`src/rtl/am_modulator.sv`:
```
// -----------------------------------------------------------------------------
// am_modulator
//
// Turns a 16-bit signed audio stream into an AM envelope and rotates that
// envelope through a four-phase I/Q sequence (0, 90, 180, 270 degrees).
//
// Audio samples arrive on clkData, which is asynchronous to clk. Each rising
// edge of clkData produces exactly one I/Q output pair, four clk edges after
// clkData is first sampled high.
//
// Ports
//   clk        in   system clock, rising edge
//   reset      in   synchronous, active-high reset
//   clkData    in   audio sample strobe (async), one sample per rising edge
//   d_in       in   [15:0] signed audio sample, held while clkData is high
//   clip_clr   in   clears the sticky clip flag
//   I_out      out  [7:0] signed in-phase sample
//   Q_out      out  [7:0] signed quadrature sample
//   out_valid  out  one-cycle pulse marking a new I_out/Q_out pair
//   clip       out  sticky flag, set when an envelope had to be clamped
//
// Parameters
//   CARRIER    unmodulated envelope amplitude (0..127)
//   MOD_SHIFT  extra arithmetic right shift on the audio (0..7)
// -----------------------------------------------------------------------------
module am_modulator #(
  parameter int CARRIER   = 64,
  parameter int MOD_SHIFT = 0
) (
  input  logic        clk,
  input  logic        reset,
  input  logic        clkData,
  input  logic [15:0] d_in,
  input  logic        clip_clr,
  output logic [7:0]  I_out,
  output logic [7:0]  Q_out,
  output logic        out_valid,
  output logic        clip
);

  localparam int SHIFT = 8 + MOD_SHIFT;

  // ---------------------------------------------------------------------------
  // clkData synchroniser and rising-edge detect
  // ---------------------------------------------------------------------------
  logic       sync1_q, sync2_q, sync3_q;
  logic [1:0] fill_q, fill_d;
  logic       armed_q, armed_d;
  logic       edge_det;

  // After reset the sync flops hold zeros that were never sampled from
  // clkData. A strobe that was already high would look like a fresh rising
  // edge, so detection stays disarmed until a genuine low has been seen
  // at sync2. fill_q counts edges until sync2 holds a real sample.
  always_comb begin
    fill_d  = (fill_q == 2'd2) ? fill_q : fill_q + 2'd1;
    armed_d = armed_q | ((fill_q == 2'd2) & ~sync2_q);
  end

  assign edge_det = sync2_q & ~sync3_q & armed_q;

  always_ff @(posedge clk) begin
    if (reset) begin
      sync1_q <= 1'b0;
      sync2_q <= 1'b0;
      sync3_q <= 1'b0;
      fill_q  <= 2'd0;
      armed_q <= 1'b0;
    end else begin
      sync1_q <= clkData;
      sync2_q <= sync1_q;
      sync3_q <= sync2_q;
      fill_q  <= fill_d;
      armed_q <= armed_d;
    end
  end

  // ---------------------------------------------------------------------------
  // Stage 1: sample capture
  // ---------------------------------------------------------------------------
  logic        s1_valid_q, s1_valid_d;
  logic [15:0] s1_data_q, s1_data_d;

  always_comb begin
    s1_valid_d = edge_det;
    s1_data_d  = edge_det ? d_in : s1_data_q;
  end

  always_ff @(posedge clk) begin
    if (reset) begin
      s1_valid_q <= 1'b0;
      s1_data_q  <= 16'd0;
    end else begin
      s1_valid_q <= s1_valid_d;
      s1_data_q  <= s1_data_d;
    end
  end

  // ---------------------------------------------------------------------------
  // Stage 2: scale, add carrier, clamp to 0..127
  // ---------------------------------------------------------------------------
  logic signed [15:0] scaled;
  logic signed [16:0] env_full;
  logic               env_neg, env_over;
  logic [6:0]         env_sat;

  logic       s2_valid_q, s2_valid_d;
  logic [6:0] s2_env_q, s2_env_d;
  logic       s2_clamp_q, s2_clamp_d;

  always_comb begin
    scaled   = $signed(s1_data_q) >>> SHIFT;
    // 17 bits holds every CARRIER + scaled combination without wrapping.
    env_full = {scaled[15], scaled} + 17'(CARRIER);
    env_neg  = env_full[16];
    env_over = ~env_neg & (|env_full[15:7]);
    if (env_neg) begin
      env_sat = 7'd0;
    end else if (env_over) begin
      env_sat = 7'h7F;
    end else begin
      env_sat = env_full[6:0];
    end
  end

  always_comb begin
    s2_valid_d = s1_valid_q;
    s2_env_d   = s1_valid_q ? env_sat : s2_env_q;
    s2_clamp_d = s1_valid_q & (env_neg | env_over);
  end

  always_ff @(posedge clk) begin
    if (reset) begin
      s2_valid_q <= 1'b0;
      s2_env_q   <= 7'd0;
      s2_clamp_q <= 1'b0;
    end else begin
      s2_valid_q <= s2_valid_d;
      s2_env_q   <= s2_env_d;
      s2_clamp_q <= s2_clamp_d;
    end
  end

  // ---------------------------------------------------------------------------
  // Stage 3: phase rotation, output registers and sticky clip
  // ---------------------------------------------------------------------------
  logic [1:0] phase_q, phase_d;
  logic [7:0] i_q, i_d;
  logic [7:0] q_q, q_d;
  logic       valid_q, valid_d;
  logic       clip_q, clip_d;
  logic [7:0] env8, env8_neg;

  always_comb begin
    env8     = {1'b0, s2_env_q};
    env8_neg = 8'd0 - env8;

    i_d      = i_q;
    q_d      = q_q;
    valid_d  = 1'b0;
    phase_d  = phase_q;

    if (s2_valid_q) begin
      valid_d = 1'b1;
      phase_d = phase_q + 2'd1;
      case (phase_q)
        2'd0: begin i_d = env8;     q_d = 8'd0;     end
        2'd1: begin i_d = 8'd0;     q_d = env8;     end
        2'd2: begin i_d = env8_neg; q_d = 8'd0;     end
        default: begin i_d = 8'd0;  q_d = env8_neg; end
      endcase
    end

    // A clip event on the same edge as clip_clr wins.
    if (s2_valid_q && s2_clamp_q) begin
      clip_d = 1'b1;
    end else if (clip_clr) begin
      clip_d = 1'b0;
    end else begin
      clip_d = clip_q;
    end
  end

  always_ff @(posedge clk) begin
    if (reset) begin
      phase_q <= 2'd0;
      i_q     <= 8'd0;
      q_q     <= 8'd0;
      valid_q <= 1'b0;
      clip_q  <= 1'b0;
    end else begin
      phase_q <= phase_d;
      i_q     <= i_d;
      q_q     <= q_d;
      valid_q <= valid_d;
      clip_q  <= clip_d;
    end
  end

  assign I_out     = i_q;
  assign Q_out     = q_q;
  assign out_valid = valid_q;
  assign clip      = clip_q;

endmodule

```
`config.mk`:
```
export PLATFORM = sky130hd
export DESIGN_NAME = am_modulator
export DESIGN_NICKNAME = d
export VERILOG_FILES = /design/src/rtl/am_modulator.sv
export SDC_FILE = /design/constraint.sdc
export NUM_CORES = 1
export LEC_CHECK = 0
export ABC_AREA = 1
export CAP_MARGIN = 30
export CELL_PAD_IN_SITES_DETAIL_PLACEMENT = 1
export CELL_PAD_IN_SITES_GLOBAL_PLACEMENT = 1
export CORE_MARGIN = 10
export CORE_UTILIZATION = 25
export CTS_CLUSTER_SIZE = 16
export DETAILED_ROUTE_END_ITERATION = 16
export PLACE_DENSITY = 0.54
export SKIP_LAST_GASP = 1
export SLEW_MARGIN = 20
export SYNTH_ARGS = -nofsm -noshare
export SYNTH_HDL_FRONTEND = slang
export SYNTH_SLANG_ARGS = --single-unit
```
`constraint.sdc`:
```
create_clock -name clk -period 2.7 [get_ports clk]
set_clock_uncertainty 0.15 [all_clocks]
set_input_delay 0.54 -clock clk [delete_from_list [all_inputs] [get_ports clk]]
set_output_delay 0.54 -clock clk [all_outputs]
set_load 0.05 [all_outputs]
```
==> impl_results.md <==
* Outcome: completed
* Die Y at 106 um
* FF+latch count, synth at 44
* DRC viols at 0
* Reg2reg start: s2_valid_q$_SDFF_PP0_
* Layout cell share with drive strength beyond 1 at 7.12%
* Initial antenna violation count at 0
* Antenna viol nets, final at 0
* TritonRoute pass-1 iters at 4
* Cell area power density at 582 nW/um2
* Synth top cells by count: dfxtp_1 (44), nand2_1 (39), a21oi_1 (32), o21ai_0 (28), nor2_1 (23)
* WL met2 at 2310 um
* Main combinational cell family by area after synthesis: simple AND/OR/NAND/NOR gates
* Wire per inst at 13.4 um
* Slew Viols, Final at 0
* Core box area at 7250 um2
* GR Util All Layers at 8.82%
* Post-Syn Area at 1860 um2
* Critical Path Source Type: flop
* Xor/xnor share of the synthesized area at 0.471%
* Area grow syn2layout at 27.0%
* Count leader, synth: dfxtp_1
* Adder-cell share of the synthesized area at 6.05%
* CTS Buffer Depth at 2
* Cell accounting for the most synthesized area: dfxtp_1
* Top delay family on crit path: buffers and inverters
* Post-Syn Instances at 238
* Total power at 1.38 mW
* Worst-case reg-to-reg path depth at 3
* Crit-path max cell delay at 0.82 ns
* Vias in the first global route at 1643
* WS Path Type: flop to output pin
* Die X at 106 um
* Layout fillers at 910
* First-pass GRT wire length at 8220 um
* Metal3 WL at 199 um
* Post-CTS sizing at 0
* Worst Tran Pin Value at 0.535 ns
* Stages on worst setup path at 1
* First-iteration detailed-routing DRC count at 52
* Hold Vio Cnt, Final at 0
* Setup Viol. Count Final at 0
* Number of flops mapped to enable cells by yosys at 0
* Synth Area in Simple Gates at 20.8%
* Max_slew headroom at 64.3%
* Largest net degree at the start of global routing at 26
* Hold Path Class: flop to flop
* Worst r2r dst: phase_q[0]$_SDFFE_PP0P_
* Tmin final at 2.18 ns
* Max_cap viols at 0
* Worst Setup EP: I_out[5]
* Clock latency on the worst-skew pair at 0.29 ns
* Wirelength, routed at 4890 um
* WP buf/inv at 1
* Average cell area after synthesis at 7.82 um2
* Ant diodes at 0
* DR vias at 1623
* IO buf count at 29
* Critical Path RT at 2.01 ns
* Cts hold-fix bufs at 0
* Fin Hold WS at 0.260 ns
* Gpl congestion at 0.728
* Worst R2R Setup Slack at 1.11 ns
* Compound-Gate Fraction of Synth Area at 17.9%
* Worst Setup Slack, final at 0.518 ns
* Peak Freq at 0.458 GHz
* M1 WL at 2330 um
* Post-CTS Setup Bufs at 0
* Warnings from Yosys at 0
* Worst path arrival time at 1.49 ns
* Pre-CTS WS at 0.738 ns
* Net count reported at finish at 296
* Setup crit start: I_out[5]$_SDFFE_PP0P_
* Max Used Layer: met4
* Async SR Flop Fraction at 0%
* Register area share after synthesis at 47.3%
* Clock Sinks at 44
* Initial core utilization at 25.7%
* Final worst path period share at 80.8%
* RSZ-0062 raised after global routing: false
* Final Util at 32.6%
* Multiplexer area fraction after synthesis at 0%
* CP Cell Sequence: clkdlybuf4s50_1
* Syn nets at 267
* Core Rows at 31
* Root Buffer: clkbuf_8
* Die area at 11300 um2
* CP endpoint kind: output pin
* GR Overflow Total at 0
* Detailed Place HPWL at 3490 um
* TritonCTS clock tree: yes
* Crit path max fanout at 2
* Clock-pin slew on the worst setup and hold paths at 0.08 ns
* Slowest stage cell, crit path: clkdlybuf4s50_1
* Max rail drop VDD at 0.000226 V
* Via/cell ratio at 4.43
* Top FF cell, synth: dfxtp_1
* Setup Total Neg Slack at 0 ns
* Top Ports at 38
* Yosys cell types at 25
* H-tree levels at 2
* Leak at 0.914 nW
* Top cell type's share of synthesized area at 47.3%
* Largest cells by area after synthesis: dfxtp_1 (47%), a21oi_1 (8.6%), nand2_1 (7.9%), o21ai_0 (7.5%), ha_1 (6.1%)
* Cts bufs inserted at 5
==> area by class of cell <==
class | instances | area (um2) | share of cell area (%)
clock inverters | 2 | 60.1 | 2.54
multi-input cells | 162 | 841 | 35.6
inverters | 24 | 91.3 | 3.86
repair buffers | 30 | 298 | 12.6
clock buffers | 5 | 68.8 | 2.91
well taps | 99 | 124 | 5.24
flip-flops and latches | 44 | 881 | 37.3
==> layout by cell type, fill, tap and decap left out, types with 4 or more instances in the layout <==
master and instances:
dfxtp_1 44, nand2_1 39, a21oi_1 32, clkdlybuf4s50_1 29, o21ai_0 28, nor2_1 23, inv_1 19, nand3_1 16
ha_1 9, clkbuf_8 5, inv_2 4, nor2_2 4
==> power by group <==
group / switching [mW] / internal [mW] / total [mW]
logic: 0.0591 / 0.0423 / 0.101
clock network: 0.228 / 0.364 / 0.592
registers: 0.00996 / 0.672 / 0.681
total: 0.297 / 1.08 / 1.38
==> worst min path at each step <==
stage                            start            endpoint  slack [ns]  cells past startpoint
floorplan           sync1_q$_SDFF_PP0_  sync2_q$_SDFF_PP0_        0.24                      2
global route        sync1_q$_SDFF_PP0_  sync2_q$_SDFF_PP0_        0.29                      2
CTS                 sync1_q$_SDFF_PP0_  sync2_q$_SDFF_PP0_        0.27                      2
detailed placement  sync1_q$_SDFF_PP0_  sync2_q$_SDFF_PP0_        0.25                      2
finish              sync1_q$_SDFF_PP0_  sync2_q$_SDFF_PP0_        0.26                      2
global placement    sync1_q$_SDFF_PP0_  sync2_q$_SDFF_PP0_        0.25                      2
==> stage by stage <==
step	instance area, um2	cells
2_1_floorplan	1860	238
3_3_place_gp	2230	359
3_5_place_dp	2230	359
4_1_cts	2360	366
5_1_grt	2360	366
6_report	2360	366
==> sequential cells by signal (all words and copies together), names as in the netlist, 2 cells and up <==
name / flops
I_out: 8
s2_env_q: 7
phase_q: 2
Q_out: 8
s1_data_q: 8
fill_q: 2
==> cell families after synthesis <==
family                     Yosys count
and+or+nand+nor                     88
AOI/OAI and AO/OA                   64
DFF                                 44
buffers and inverters               32
adders and majority gates            9
xor gates and xnor gates             1
==> per-layer routing <==
layer  GRT usage [%]  vias to the layer above
met3            2.66                        4
met2            14.4                       24
li1                -                      839
met5               0                        -
met1            10.6                      756
met4            3.48                        0
No activity file was read; power rests on OpenSTA's default activity.
